[config.mk]
export PLATFORM = sky130hd
export DESIGN_NAME = encoder_tuning_word
export DESIGN_NICKNAME = d
export VERILOG_FILES = /design/src/rtl/encoder_tuning_word_pkg.sv /design/src/rtl/encoder_tuning_word_input_debouncer.sv /design/src/rtl/encoder_tuning_word.sv
export SDC_FILE = /design/constraint.sdc
export NUM_CORES = 1
export LEC_CHECK = 0
export CAP_MARGIN = 20
export CORE_UTILIZATION = 40
export CTS_CLUSTER_DIAMETER = 150
export DETAILED_ROUTE_END_ITERATION = 10
export GPL_TIMING_DRIVEN = 0
export HOLD_SLACK_MARGIN = 0.03
export PLACE_DENSITY = 0.67
export RECOVER_POWER = 25
export REMOVE_ABC_BUFFERS = 1
export SKIP_CTS_REPAIR_TIMING = 1
export SYNTH_ARGS = -nofsm -noshare
export SYNTH_HDL_FRONTEND = slang
export SYNTH_SLANG_ARGS = --single-unit
[constraint.sdc]
create_clock -name Clock -period 2.7 [get_ports Clock]
set_input_delay 0.54 -clock Clock [delete_from_list [all_inputs] [get_ports Clock]]
set_output_delay 0.54 -clock Clock [all_outputs]
set_load 0.02 [all_outputs]
[src/rtl/encoder_tuning_word_pkg.sv]
`default_nettype none
// ============================================================================
//  Module      : encoder_tuning_word_pkg
//  Description : Shared definitions for the rotary-encoder tuning-word block:
//                decode FSM state encoding and the default debounce length
//                for a 25 MHz system clock.
//  Ports       : none (package)
//  Revision    : 1.0  initial release
// ============================================================================
package encoder_tuning_word_pkg;

    // 4 us of stability at 25 MHz before a contact level is accepted.
    localparam int DEFAULT_DEBOUNCE_CYCLES = 100;

    // Decode FSM states. The comment after each state is the debounced
    // {A,B} level the state corresponds to.
    typedef enum logic [2:0] {
        ST_IDLE = 3'd0,  // 11
        ST_CW1  = 3'd1,  // 01
        ST_CW2  = 3'd2,  // 00
        ST_CW3  = 3'd3,  // 10
        ST_CCW1 = 3'd4,  // 10
        ST_CCW2 = 3'd5,  // 00
        ST_CCW3 = 3'd6,  // 01
        ST_WAIT = 3'd7   // invalid sequence, wait for 11
    } state_t;

endpackage : encoder_tuning_word_pkg
`default_nettype wire

[src/rtl/encoder_tuning_word_input_debouncer.sv]
`default_nettype none
// ============================================================================
//  Module      : input_debouncer
//  Description : 2-FF synchronizer followed by a stability counter for one
//                raw mechanical contact. The output follows the input only
//                after the synchronized value has differed from the current
//                output for CYCLES consecutive clocks.
//  Ports       : Clock    - system clock, rising edge
//                Reset    - asynchronous active-high reset
//                Input_i  - raw asynchronous contact, idles high
//                Output_o - debounced level (resets to 1)
//  Revision    : 1.0  initial release
// ============================================================================
module input_debouncer
    import encoder_tuning_word_pkg::*;
#(
    parameter int CYCLES = DEFAULT_DEBOUNCE_CYCLES
) (
    input  logic Clock,
    input  logic Reset,
    input  logic Input_i,
    output logic Output_o
);

    localparam int               CNT_W    = $clog2(CYCLES) + 1;
    localparam logic [CNT_W-1:0] CNT_LAST = CNT_W'(CYCLES - 1);

    logic             sync1_q;
    logic             sync2_q;
    logic             level_q;
    logic [CNT_W-1:0] count_q;

    always_ff @(posedge Clock or posedge Reset) begin
        if (Reset) begin
            sync1_q <= 1'b1;
            sync2_q <= 1'b1;
            level_q <= 1'b1;
            count_q <= '0;
        end else begin
            sync1_q <= Input_i;
            sync2_q <= sync1_q;
            // The counter only runs while the synchronized input disagrees
            // with the accepted level; a glitch that returns early lands in
            // the first branch and throws away the partial count.
            if (sync2_q == level_q) begin
                count_q <= '0;
            end else if (count_q == CNT_LAST) begin
                level_q <= sync2_q;
                count_q <= '0;
            end else begin
                count_q <= count_q + 1'b1;
            end
        end
    end

    assign Output_o = level_q;

endmodule : input_debouncer
`default_nettype wire

[src/rtl/encoder_tuning_word.sv]
`default_nettype none
// ============================================================================
//  Module      : encoder_tuning_word
//  Description : Converts a bouncing rotary quadrature encoder into a
//                clamped, registered DDS tuning word. One full valid detent
//                (11 -> 01 -> 00 -> 10 -> 11 clockwise, mirrored for
//                counter-clockwise) produces one step of STEP.
//  Ports       : Clock        - system clock, rising edge
//                Reset        - asynchronous active-high reset
//                EncoderA_i   - raw encoder channel A, idles high
//                EncoderB_i   - raw encoder channel B, idles high
//                TuningWord_o - current tuning word (registered)
//                Up_o         - 1-cycle pulse per accepted CW detent
//                Down_o       - 1-cycle pulse per accepted CCW detent
//                Changed_o    - 1-cycle pulse when TuningWord_o changed
//  Revision    : 1.0  initial release
// ============================================================================
module encoder_tuning_word
    import encoder_tuning_word_pkg::*;
#(
    parameter int               WIDTH           = 32,
    parameter logic [WIDTH-1:0] STEP            = {{(WIDTH-1){1'b0}}, 1'b1},
    parameter logic [WIDTH-1:0] MIN_WORD        = '0,
    parameter logic [WIDTH-1:0] MAX_WORD        = {WIDTH{1'b1}},
    parameter logic [WIDTH-1:0] INIT_WORD       = '0,
    parameter int               DEBOUNCE_CYCLES = DEFAULT_DEBOUNCE_CYCLES
) (
    input  logic             Clock,
    input  logic             Reset,
    input  logic             EncoderA_i,
    input  logic             EncoderB_i,
    output logic [WIDTH-1:0] TuningWord_o,
    output logic             Up_o,
    output logic             Down_o,
    output logic             Changed_o
);

    generate
        if (STEP == '0 || MIN_WORD > INIT_WORD || INIT_WORD > MAX_WORD) begin : g_param_check
            $error("encoder_tuning_word: need STEP >= 1 and MIN_WORD <= INIT_WORD <= MAX_WORD");
        end
    endgenerate

    // ------------------------------------------------------------------
    // Input conditioning
    // ------------------------------------------------------------------
    logic a_deb;
    logic b_deb;

    input_debouncer #(.CYCLES(DEBOUNCE_CYCLES)) u_deb_a (
        .Clock    (Clock),
        .Reset    (Reset),
        .Input_i  (EncoderA_i),
        .Output_o (a_deb)
    );

    input_debouncer #(.CYCLES(DEBOUNCE_CYCLES)) u_deb_b (
        .Clock    (Clock),
        .Reset    (Reset),
        .Input_i  (EncoderB_i),
        .Output_o (b_deb)
    );

    logic [1:0] ab;
    logic [1:0] ab_prev_q;
    logic       one_chg;
    logic       both_chg;

    assign ab       = {a_deb, b_deb};
    assign one_chg  = (ab[1] != ab_prev_q[1]) ^ (ab[0] != ab_prev_q[0]);
    assign both_chg = (ab[1] != ab_prev_q[1]) & (ab[0] != ab_prev_q[0]);

    // ------------------------------------------------------------------
    // Clamped next-word candidates. The extra top bit keeps word+STEP and
    // MIN_WORD+STEP from wrapping, so the compares stay honest at the
    // ends of the range.
    // ------------------------------------------------------------------
    logic [WIDTH:0]   word_ext;
    logic [WIDTH-1:0] word_up_d;
    logic [WIDTH-1:0] word_dn_d;

    always_comb begin
        word_up_d = TuningWord_o;
        word_dn_d = TuningWord_o;
        word_ext  = {1'b0, TuningWord_o};
        if (word_ext + {1'b0, STEP} > {1'b0, MAX_WORD}) begin
            word_up_d = MAX_WORD;
        end else begin
            word_up_d = TuningWord_o + STEP;
        end
        if (word_ext < {1'b0, MIN_WORD} + {1'b0, STEP}) begin
            word_dn_d = MIN_WORD;
        end else begin
            word_dn_d = TuningWord_o - STEP;
        end
    end

    // ------------------------------------------------------------------
    // Decode FSM with registered outputs
    // ------------------------------------------------------------------
    state_t           state_q;
    logic [WIDTH-1:0] word_q;
    logic             up_q;
    logic             down_q;
    logic             changed_q;

    always_ff @(posedge Clock or posedge Reset) begin
        if (Reset) begin
            state_q   <= ST_IDLE;
            ab_prev_q <= 2'b11;
            word_q    <= INIT_WORD;
            up_q      <= 1'b0;
            down_q    <= 1'b0;
            changed_q <= 1'b0;
        end else begin
            ab_prev_q <= ab;
            up_q      <= 1'b0;
            down_q    <= 1'b0;
            changed_q <= 1'b0;

            if (state_q == ST_WAIT) begin
                if (ab == 2'b11) begin
                    state_q <= ST_IDLE;
                end
            end else if (both_chg) begin
                state_q <= ST_WAIT;
            end else if (one_chg) begin
                // A single-bit change means the new {A,B} alone identifies
                // whether this is a forward or a backward Gray step.
                case (state_q)
                    ST_IDLE: begin
                        if (ab == 2'b01)      state_q <= ST_CW1;
                        else if (ab == 2'b10) state_q <= ST_CCW1;
                    end
                    ST_CW1: begin
                        if (ab == 2'b00)      state_q <= ST_CW2;
                        else if (ab == 2'b11) state_q <= ST_IDLE;
                    end
                    ST_CW2: begin
                        if (ab == 2'b10)      state_q <= ST_CW3;
                        else if (ab == 2'b01) state_q <= ST_CW1;
                    end
                    ST_CW3: begin
                        if (ab == 2'b11) begin
                            state_q   <= ST_IDLE;
                            up_q      <= 1'b1;
                            word_q    <= word_up_d;
                            changed_q <= (word_up_d != word_q);
                        end else if (ab == 2'b00) begin
                            state_q <= ST_CW2;
                        end
                    end
                    ST_CCW1: begin
                        if (ab == 2'b00)      state_q <= ST_CCW2;
                        else if (ab == 2'b11) state_q <= ST_IDLE;
                    end
                    ST_CCW2: begin
                        if (ab == 2'b01)      state_q <= ST_CCW3;
                        else if (ab == 2'b10) state_q <= ST_CCW1;
                    end
                    ST_CCW3: begin
                        if (ab == 2'b11) begin
                            state_q   <= ST_IDLE;
                            down_q    <= 1'b1;
                            word_q    <= word_dn_d;
                            changed_q <= (word_dn_d != word_q);
                        end else if (ab == 2'b00) begin
                            state_q <= ST_CCW2;
                        end
                    end
                    default: ;
                endcase
            end
        end
    end

    assign TuningWord_o = word_q;
    assign Up_o         = up_q;
    assign Down_o       = down_q;
    assign Changed_o    = changed_q;

endmodule : encoder_tuning_word
`default_nettype wire

Word-level counts from Yosys, hierarchy flattened
Cells that the tools add are included.
{"block": "classes", "n_bitwise": 6, "n_eq_ne": 23, "reduce_logical": 9, "addsub": 5, "n_mux": 40, "magnitude_cmp": 2}
{"cell": "32-bit 2-to-1 mux", "count": 4}
{"cell": "32-bit inequality test", "count": 2}
{"cell": "32-bit one-hot mux with 2 select lines", "count": 1}
{"cell": "3-bit 2-to-1 mux", "count": 15}
{"cell": "32-bit by 1-bit adder with 33-bit output (second input constant)", "count": 1}
{"cell": "33-bit by 32-bit greater-than comparator with 1-bit output (second input constant)", "count": 1}
{"cell": "32-bit by 1-bit adder with 32-bit output (second input constant)", "count": 1}
{"cell": "32-bit by 1-bit < comparator with 1-bit output (second input constant)", "count": 1}
{"cell": "8-bit 2-to-1 mux", "count": 4}
{"cell": "32-bit by 1-bit subtractor with 32-bit output (second input constant)", "count": 1}
{"cell": "3-bit one-hot mux with 7 select lines", "count": 1}
{"cell": "8-bit by 1-bit adder with 8-bit output (second input constant)", "count": 2}
{"cell": "8-bit by 7-bit equality test with 1-bit output (second input constant)", "count": 2}
{"cell": "5-bit inequality test (second input constant)", "count": 3}
{"cell": "1-bit 2-to-1 mux", "count": 14}
{"cell": "3-bit equality test (second input constant)", "count": 4}
{"cell": "9-bit nonzero test", "count": 1}
{"cell": "3-bit by 2-bit equality test with 1-bit output (second input constant)", "count": 2}
{"cell": "6-bit AND reduction", "count": 1}
{"cell": "5-bit AND reduction", "count": 1}
{"cell": "2-bit equality test (second input constant)", "count": 2}
{"cell": "2-bit inequality test (second input constant)", "count": 2}
{"cell": "1-bit inverter", "count": 4}
{"cell": "2-bit AND reduction", "count": 2}
{"cell": "11 further kinds", "count": 13}
{"block": "word_totals", "ff_bits": 62, "input_bits": 4, "wordCells": 99, "out_inout_bits": 35}

Depth between registers and ports, before layout
Gate-level depths: netlist of the first run.
{"block": "depth", "word_depth": 9, "depth_mapped": 12, "depth_no_buf": 11}

By module
Synthesis of the first run repeated with hierarchy kept, for this count alone.
{"block": "hier_totals", "cells_unflattened": 616, "area_unflattened_um2": 4880.9}
{"module": "encoder_tuning_word", "cells_each": 528, "n_inst": 1, "seq_area_each_um2": 1003.5, "area_per_inst_um2": 3892.5}
{"module": "input_debouncer", "cells_each": 44, "n_inst": 2, "seq_area_each_um2": 279.0, "area_per_inst_um2": 494.2}

Worst setup path before layout of the first run
Ideal clock, no wire load.
{"block": "synth_path", "path_type": "reg2reg", "from": "reg word_q[1], in the netlist TuningWord_o[1]", "to": "reg word_q[18], in the netlist TuningWord_o[18]", "setup_ns": 0.087, "t_arrival_ns": 2.911, "n_path_buf": 2, "path_slack_ns": -0.298, "period_less_slack_ns": 2.998, "t_required_ns": 2.613, "stages_incl_launch_ff": 12, "cell_sequence": "dfrtp_1 ha_1 nand3_1 nor4_1 nand3_1 xor2_1 nor4b_1 nand4_1 and2_1 buf_2 buf_4 a22oi_1"}
{"block": "synth_between", "elab_chain_len": 5, "word_cells_on_any_way": 10, "classes_between": "add/sub (3); order compare (2); mux (5)"}
{"element": "from (decl)", "line": "encoder_tuning_word.sv:102", "text": "logic [WIDTH-1:0] word_q;"}
{"element": "from (signal assigned)", "line": "encoder_tuning_word.sv:147", "text": "word_q <= word_up_d;"}
{"element": "from (signal assigned)", "line": "encoder_tuning_word.sv:165", "text": "word_q <= word_dn_d;"}
{"element": "32-bit by 1-bit adder with 33-bit output", "line": "encoder_tuning_word.sv:86", "text": "if (word_ext + {1'b0, STEP} > {1'b0, MAX_WORD}) begin"}
{"element": "33-bit by 32-bit greater-than comparator with 1-bit output", "line": "encoder_tuning_word.sv:86"}
{"element": "32-bit 2-to-1 mux", "line": "encoder_tuning_word.sv:86"}
{"element": "32-bit 2-to-1 mux", "line": "encoder_tuning_word.sv:144", "text": "if (ab == 2'b11) begin"}
{"element": "32-bit one-hot mux with 2 select lines *", "line": "encoder_tuning_word.sv:130", "text": "case (state_q)"}
Every way passes the cells marked *; elsewhere a longest branch is shown, timed or not. The select of a mux whose other input is x is not followed.
A chain may end at the register's enable or synchronous reset.

Final worst setup path of the first run
{"block": "layout_path", "from": "reg word_q[20], in the netlist TuningWord_o[20]", "to": "reg word_q[19], in the netlist TuningWord_o[19]"}
The elaborated chain is that of the path after synthesis.

==> results of run 1 <==
==> cells in the final DEF (no fill, tap or decap), drive strengths merged, types with 6 or more instances in the layout <==
master	count
a22oi	10
nand2b	6
nor3	35
nand3	35
or4	6
and3	11
xnor2	19
a211oi	7
o21ai	61
nand2	51
dfrtp	54
buf	78
nor4	15
and2	8
o211ai	6
inv	14
clkdlybuf4s50	35
clkbuf	11
dfstp	8
xor2	17
nor2	61
a21oi	42
ha	11
nand4	16
==> flip-flops by register name, indices dropped and copies added, names as in the netlist <==
register / cells
u_deb_a.Output_o: 1
Changed_o: 1
u_deb_b.Output_o: 1
TuningWord_o: 32
Down_o: 1
u_deb_a.count_q: 8
state_q: 3
u_deb_a.sync1_q: 1
u_deb_a.sync2_q: 1
u_deb_b.count_q: 8
u_deb_b.sync2_q: 1
ab_prev_q: 2
u_deb_b.sync1_q: 1
Up_o: 1
==> cell usage after synthesis (3+ instances only) <==
cell type | n | area [µm²]
sky130_fd_sc_hd__xor2_1 | 17 | 149
sky130_fd_sc_hd__xnor2_1 | 19 | 166
sky130_fd_sc_hd__nor2_1 | 60 | 225
sky130_fd_sc_hd__nand2_1 | 51 | 191
sky130_fd_sc_hd__mux2_2 | 3 | 33.8
sky130_fd_sc_hd__nor2b_1 | 4 | 25.0
sky130_fd_sc_hd__nand4b_1 | 5 | 43.8
sky130_fd_sc_hd__o211ai_1 | 6 | 45.0
sky130_fd_sc_hd__o21bai_1 | 3 | 22.5
sky130_fd_sc_hd__nand2b_1 | 6 | 37.5
sky130_fd_sc_hd__or3_1 | 4 | 25.0
sky130_fd_sc_hd__a21oi_1 | 42 | 210
sky130_fd_sc_hd__nor3_1 | 33 | 165
sky130_fd_sc_hd__mux2i_1 | 4 | 40.0
sky130_fd_sc_hd__buf_6 | 3 | 33.8
sky130_fd_sc_hd__and4_1 | 4 | 35.0
sky130_fd_sc_hd__nor4_1 | 15 | 93.8
sky130_fd_sc_hd__buf_2 | 9 | 45.0
sky130_fd_sc_hd__clkbuf_1 | 32 | 120
sky130_fd_sc_hd__o31ai_1 | 4 | 30.0
sky130_fd_sc_hd__or4_1 | 4 | 30.0
sky130_fd_sc_hd__a22oi_1 | 10 | 75.1
sky130_fd_sc_hd__a21o_1 | 4 | 30.0
sky130_fd_sc_hd__dfstp_2 | 8 | 210
sky130_fd_sc_hd__or2_2 | 3 | 18.8
sky130_fd_sc_hd__a31oi_1 | 5 | 31.3
sky130_fd_sc_hd__o21ai_0 | 61 | 305
sky130_fd_sc_hd__nand4_1 | 13 | 81.3
sky130_fd_sc_hd__buf_4 | 5 | 37.5
sky130_fd_sc_hd__and3_1 | 11 | 68.8
sky130_fd_sc_hd__and2_1 | 4 | 25.0
sky130_fd_sc_hd__o22ai_1 | 4 | 25.0
sky130_fd_sc_hd__inv_1 | 14 | 52.6
sky130_fd_sc_hd__nand3_1 | 35 | 175
sky130_fd_sc_hd__dfrtp_1 | 54 | 1350
sky130_fd_sc_hd__a211oi_1 | 7 | 52.6
sky130_fd_sc_hd__nand3b_1 | 3 | 22.5
sky130_fd_sc_hd__ha_1 | 11 | 138
==> worst max-delay path, delay by kind of cell (launching register included) <==
kind / cells / cell delay [ns]
DFF: 1 / 0.45
and+or+nand+nor: 4 / 1.81
AOI/OAI and AO/OA: 3 / 0.41
buffers and inverters: 1 / 0.15
==> stage by stage <==
stage	hold slack [ns]	worst slack (ns)	power (mW)	cell area [µm²]	setup TNS [ns]
2_1_floorplan	0.345	-0.320	0.994	4510	-6.83
6_report	0.354	-0.253	2.33	6520	-4.46
5_1_grt	0.360	-0.284	2.41	6520	-7.01
4_1_cts	0.355	-1.32	2.36	5470	-29.89
3_5_place_dp	0.347	-1.30	1.01	5130	-29.30
3_3_place_gp	0.347	-1.19	1.01	5070	-61.93
==> power by group <==
group	switching, mW	total (mW)	internal [mW]
logic	0.0288	0.0433	0.0145
registers	0.00756	0.950	0.942
clock network	0.440	1.34	0.901
total	0.477	2.33	1.86
==> per-layer routing <==
metal | part of all wire (%) | up-vias | GRT usage [%]
met5 | 0 | - | 0
met4 | 4.3 | 0 | 9.22
met3 | 11 | 93 | 4.87
met2 | 46 | 361 | 36.7
met1 | 39 | 2608 | 30.2
li1 | - | 2406 | -
==> kinds of logic (layout without fill, tap and decap cells) <==
| group | count (synthesis) | in the layout | synth area share, % |
|---|---|---|---|
| simple gates | 269 | 276 | 29.5 |
| compound gates | 161 | 161 | 20.3 |
| buf+inv | 64 | 147 | 6.17 |
| flops | 62 | 62 | 32.9 |
| xor+xnor | 36 | 36 | 6.64 |
| fa+ha+maj | 11 | 11 | 2.90 |
| mux | 7 | 7 | 1.56 |
==> layout make-up <==
cell class	instances	area, µm²	share of cell area (%)
Multi-Input combinational cell	491	3320	50.9
Sequential cell	62	1590	24.4
Timing Repair Buffer	117	1040	15.9
Clock buffer	10	229	3.51
Tap cell	143	179	2.75
Clock inverter	6	111	1.71
Inverter	14	52.6	0.806
==> worst paths after layout <==
kind,slack (ns),cells past startpoint,from,endpoint
max,-0.25,8,TuningWord_o[20],TuningWord_o[19]
min,0.35,0,u_deb_b.sync1_q,u_deb_b.sync2_q
max reg2reg,-0.25,8,TuningWord_o[20],TuningWord_o[19]
min reg2reg,0.35,0,u_deb_b.sync1_q,u_deb_b.sync2_q
max in group asynchronous,0.91,3,Reset,u_deb_b.sync1_q
min in group asynchronous,0.96,2,Reset,u_deb_a.count_q[3]
==> results.rst, run 1 <==
.. list-table::
   :header-rows: 1

   * - Metric
     - Value
   * - Worst Clk Skew
     - 0.00588 ns
   * - CTS Root Buffer Type
     - sky130_fd_sc_hd__clkbuf_16
   * - Number of placement rows
     - 39
   * - Share of layout cells above drive strength 1
     - 27.3%
   * - Critical path capture point type
     - flop
   * - Flip-flop and latch count after synthesis
     - 62
   * - Biggest fanout along the worst timing path
     - 8
   * - CTS tree
     - built
   * - Highest cell delay on the worst timing path
     - 0.53 ns
   * - Vias per Instance
     - 6.49
   * - Number of warnings reported in the yosys synthesis log
     - 0
   * - Count of vias placed by the detailed router
     - 5468
   * - Fin crit period
     - 2.95 ns
   * - Post-synth cell types
     - 59
   * - Post-route fraction of the period consumed by the critical path
     - 109%
   * - Total GRT Usage
     - 23.0%
   * - Die Width
     - 111 µm
   * - Mapped Avg Cell Area
     - 7.78 µm²
   * - Detailed router's first-iteration violation count
     - 791
   * - Largest net degree at the start of global routing
     - 36
   * - TritonRoute pass-1 iters
     - 9
   * - Class of the tightest hold or removal check
     - flop to flop
   * - Slack of the critical path
     - -0.253 ns
   * - Ant. Diodes
     - 0
   * - First-pass GRT wire length
     - 22600 µm
   * - Worst voltage drop across the vdd grid
     - 0.296 mV
   * - Congestion Overflow GR
     - 0
   * - Async set-reset flop share out of synthesis
     - 100%
   * - Number of antenna violations at the first check in global routing
     - 0
   * - Violations in the final reports
     - design-rule violations, negative setup slack
   * - Actual transition at the worst max-transition pin
     - 1.21 ns
   * - Critical Path Slowest Stage Cell
     - sky130_fd_sc_hd__or4_4
   * - Final routed DRC violation total
     - 3
   * - Final Instance Count excl. Fillers
     - 843
   * - Number of buffers added by the clock tree synthesis step
     - 9
   * - CTS H-Tree Depth
     - 3
   * - Placed wire-length estimate
     - 9340 µm
   * - Starting density of the core
     - 41.2%
   * - Area of the die
     - 12300 µm²
   * - Utilization after layout
     - 56.6%
   * - Static power due to leakage
     - 2.71 nW
   * - Worst path required time
     - 2.91 ns
   * - Post-Route WL
     - 16600 µm
   * - Fillers
     - 1002
   * - Clock tree sinks
     - 62
   * - Clk Latency, worst-skew pair
     - 0.34 ns
   * - Setup repair after global routing missed its margin
     - true
   * - Average routed wire per standard cell
     - 19.7 µm
   * - Highest clock frequency the design can meet
     - 339 MHz
   * - Buffers on Ports
     - 38
   * - EDFF count, synth
     - 0
   * - Floorplan die height
     - 111 µm
   * - Maximum buffer depth of the clock tree
     - 2
   * - Placer congestion estimate
     - 0.903
   * - CP Launch Type
     - flop
   * - Reported max-cap violation count
     - 0
   * - Type of the worst setup path
     - flop to flop
   * - Area delta synth->final
     - 37.3%
   * - Final count of negative-setup-slack endpoints
     - 33
   * - Combined area of all synthesized cells
     - 4750 µm²
   * - Via count of the first global-routing pass
     - 4432
   * - Clock transition time at the flip-flop clock pins of the worst setup and hold paths
     - 0.06 ns
   * - Total count of max-transition violations in the final report
     - 0
   * - Sequential cell area fraction in the yosys report
     - 32.9%
   * - Cells along the critical path
     - or4_4 > or4_4 > or3_4 > or2_4 > buf_6 > a21oi_1 > a41o_1 > a21oi_1
   * - Num ports
     - 39
   * - Primary FF master, synth
     - sky130_fd_sc_hd__dfrtp_1
   * - Number of hold violations in the final report
     - 0
   * - Number of nets with antenna violations after detailed routing
     - 0
   * - PD cells
     - 358 nW/µm²
   * - CP Data Arrival Time
     - 3.17 ns
   * - Nets
     - 710
   * - Run status
     - complete, but fails checks
   * - Gate Count Post-Synth
     - 610
   * - Post-Place Cells
     - 744
   * - Worst slew margin relative to its limit
     - 19.5%
   * - Placeable core region
     - 11500 µm²
No activity file was read; power rests on OpenSTA's default activity.
==> run 2: changes to the inputs <==
==> constraint.sdc (replaced) <==
create_clock -name Clock -period 2.7 [get_ports Clock]
set_input_delay 0.405 -clock Clock [delete_from_list [all_inputs] [get_ports Clock]]
set_output_delay 0.405 -clock Clock [all_outputs]
set_load 0.02 [all_outputs]
==> results of run 2 <==
Same layout as run 1 (identical final DEF). Status: complete, but fails checks: design-rule violations, negative setup slack.
==> run 3: changes to the inputs <==
--- a/config.mk
+++ b/config.mk
@@ -6,6 +6,7 @@
 export NUM_CORES = 1
 export LEC_CHECK = 0
 export CAP_MARGIN = 20
+export CORE_MARGIN = 10
 export CORE_UTILIZATION = 40
 export CTS_CLUSTER_DIAMETER = 150
 export DETAILED_ROUTE_END_ITERATION = 10
==> results.rst, run 3 (synthesis gave the netlist of run 1 again) <==
.. list-table::
   :header-rows: 1

   * - Metric
     - Value
   * - Run status
     - complete, but fails checks
   * - Violations in the final reports
     - negative setup slack
   * - Count of vias placed by the detailed router
     - 5308 (-2.9%)
   * - Setup slack on the worst flop-to-flop path
     - -0.21 ns (+0.04 ns)
   * - Floorplan die height
     - 129 µm (+16%)
   * - Number of cells traversed by the worst register-to-register path
     - 8 (unchanged)
   * - Cell family contributing the most delay on the critical path
     - simple AND/OR/NAND/NOR gates
   * - First-pass GRT wire length
     - 23400 µm (+3.6%)
   * - Post-Route WL
     - 16500 µm (-0.73%)
   * - Max reg flops
     - 32 (unchanged)
   * - Terminating pin of the worst hold path
     - u_deb_a.sync2_q
   * - Maximum buffer depth of the clock tree
     - 2 (unchanged)
   * - Critical R2R Capture
     - TuningWord_o[13]
   * - Cells along the critical path
     - or4_4 > or4_4 > or3_4 > or2_4 > and3_4 > a21oi_2 > or3_1 > o211ai_1
   * - Average routed wire per standard cell
     - 19.3 µm (-2.1%)
   * - Nets
     - 722 (+1.7%)
   * - Area delta synth->final
     - 37.0%
   * - Met3 Resource Use GR
     - 4.85% (-0.020 points)
   * - Top Usage Layer GRT
     - met2
   * - Total GRT Usage
     - 17.4% (-5.6 points)
   * - CTS tree
     - built
   * - Final count of negative-setup-slack endpoints
     - 31 (-6.1%)
   * - Critical Path Slowest Stage Cell
     - sky130_fd_sc_hd__or4_4
   * - Share of layout cells above drive strength 1
     - 28.8% (+1.5 points)
   * - Number of nets with antenna violations after detailed routing
     - 0 (unchanged)
   * - Placer congestion estimate
     - 0.900 (-0.39%)
   * - Ant. Diodes
     - 0 (unchanged)
   * - Clock tree sinks
     - 62 (unchanged)
   * - Worst min-delay path startpoint
     - u_deb_a.sync1_q
   * - Place WS
     - -1.22 ns (+0.0767 ns)
   * - Placed wire-length estimate
     - 9760 µm (+4.5%)
   * - PD cells
     - 338 nW/µm² (-5.5%)
   * - Worst path required time
     - 2.91 ns (about the same)
   * - CP Launch Type
     - flop
   * - Number of antenna violations at the first check in global routing
     - 0 (unchanged)
   * - Number of hold violations in the final report
     - 0 (unchanged)
   * - CP Data Arrival Time
     - 3.12 ns (-0.05 ns)
   * - Number of buffers added by the clock tree synthesis step
     - 9 (unchanged)
   * - Met2 usage in global routing
     - 28.1% (-8.6 points)
   * - Area of the die
     - 16600 µm² (+35%)
   * - Final routed DRC violation total
     - 0 (-3)
   * - Min Hold Slack
     - 0.355 ns (+0.00110 ns)
   * - Highest-count cells in the layout ignoring fill and taps
     - sky130_fd_sc_hd__buf_4 (80), sky130_fd_sc_hd__nor2_1 (59), sky130_fd_sc_hd__o21ai_0 (51)
   * - Placed instance area
     - 5130 µm² (about the same)
   * - Actual transition at the worst max-transition pin
     - 1.31 ns (+0.108 ns)
   * - Number of instances on the worst hold path
     - 0 (unchanged)
   * - Class of the tightest hold or removal check
     - flop to flop
   * - Worst slew margin relative to its limit
     - 12.3% (-7.2 points)
   * - Die Width
     - 129 µm (+16%)
   * - Congestion Overflow GR
     - 0 (unchanged)
   * - Vias per Instance
     - 6.21 (-4.3%)
   * - Clk Latency, worst-skew pair
     - 0.35 ns (about the same)
   * - Post-route fraction of the period consumed by the critical path
     - 108% (-1.6 points)
   * - Critical path capture point type
     - flop
   * - CTS Root Buffer Type
     - sky130_fd_sc_hd__clkbuf_16
   * - Worst voltage drop across the vdd grid
     - 0.218 mV (-26%)
   * - Type of the worst setup path
     - flop to flop
   * - Worst Clk Skew
     - 0.00631 ns (+0.000429 ns)
   * - Number of placement rows
     - 39 (unchanged)
   * - Count of cell instances traversed by the critical path
     - 8 (unchanged)
   * - Most frequent standard cell in the layout excluding fill and tap cells
     - sky130_fd_sc_hd__buf_4
   * - Sum of buffers and inverters on the critical path
     - 0 (-1)
   * - Setup repair after global routing missed its margin
     - true
   * - Starting density of the core
     - 41.2% (unchanged)
   * - Biggest fanout along the worst timing path
     - 6 (-2)
   * - Met1 GRT Util
     - 21.6% (-8.6 points)
   * - Most frequent CP cell
     - sky130_fd_sc_hd__or4_4
   * - Utilization after layout
     - 56.5% (-0.12 points)
   * - Total count of max-transition violations in the final report
     - 0 (unchanged)
   * - Reported max-cap violation count
     - 0 (unchanged)
   * - Detailed router's first-iteration violation count
     - 571 (-28%)
   * - Final non-filler cell area
     - 6500 µm² (-0.21%)
   * - CTS H-Tree Depth
     - 3 (unchanged)
   * - Static power due to leakage
     - 2.69 nW (-0.80%)
   * - Placeable core region
     - 11500 µm² (unchanged)
   * - R2R Path Start
     - TuningWord_o[19]
   * - Num ports
     - 39 (unchanged)
   * - Slack of the critical path
     - -0.209 ns (+0.0436 ns)
   * - Via count of the first global-routing pass
     - 4537 (+2.4%)
   * - Buffers on Ports
     - 38 (unchanged)
   * - Clock transition time at the flip-flop clock pins of the worst setup and hold paths
     - 0.06 ns (about the same)
   * - TritonRoute pass-1 iters
     - 5 (-4)
   * - Highest cell delay on the worst timing path
     - 0.55 ns (+0.02 ns)
   * - Largest net degree at the start of global routing
     - 49 (+36%)
   * - Fin crit period
     - 2.91 ns (-0.0436 ns)
   * - Highest clock frequency the design can meet
     - 344 MHz (+1.5%)
-- run 3: worst max path at each step --
stage,startpoint,slack (ns),endpoint
3_5_place_dp,TuningWord_o[0],-1.22,TuningWord_o[21]
4_1_cts,TuningWord_o[0],-1.30,TuningWord_o[18]
2_1_floorplan,TuningWord_o[5],-0.32,TuningWord_o[16]
6_report,TuningWord_o[19],-0.21,TuningWord_o[13]
5_1_grt,TuningWord_o[2],-0.28,TuningWord_o[13]
3_3_place_gp,TuningWord_o[1],-1.26,TuningWord_o[18]
-- run 3: area by class of cell --
| type | count | area [µm²] |
|---|---|---|
| fill | 991 | 5010 |
| multi-input combinational | 488 | 3240 |
| sequential | 62 | 1590 |
| timing repair buffer | 132 | 1140 |
| clock buffer | 9 | 225 |
| tap | 143 | 179 |
| clock inverter | 7 | 81.3 |
| inverter | 14 | 52.6 |
-- run 3: power by group --
| part | switching [mW] | internal (mW) |
|---|---|---|
| clock | 0.482 | 0.725 |
| combinational | 0.0290 | 0.0145 |
| sequential | 0.00742 | 0.942 |
-- run 3: stage by stage --
| step | setup TNS, ns | power, mW | cells |
|---|---|---|---|
| 5_1_grt | -6.30 | 2.27 | 855 |
| 3_5_place_dp | -26.62 | 1.01 | 745 |
| 6_report | -4.10 | 2.20 | 855 |
| 2_1_floorplan | -6.83 | 0.994 | 560 |
| 3_3_place_gp | -55.19 | 1.01 | 741 |
| 4_1_cts | -28.53 | 2.21 | 761 |
-- run 3: routing by layer --
metal	up-vias	share of wire, %
met5	-	0
met4	0	4.0
met1	2516	40
met3	69	10
met2	307	46
li1	2416	-
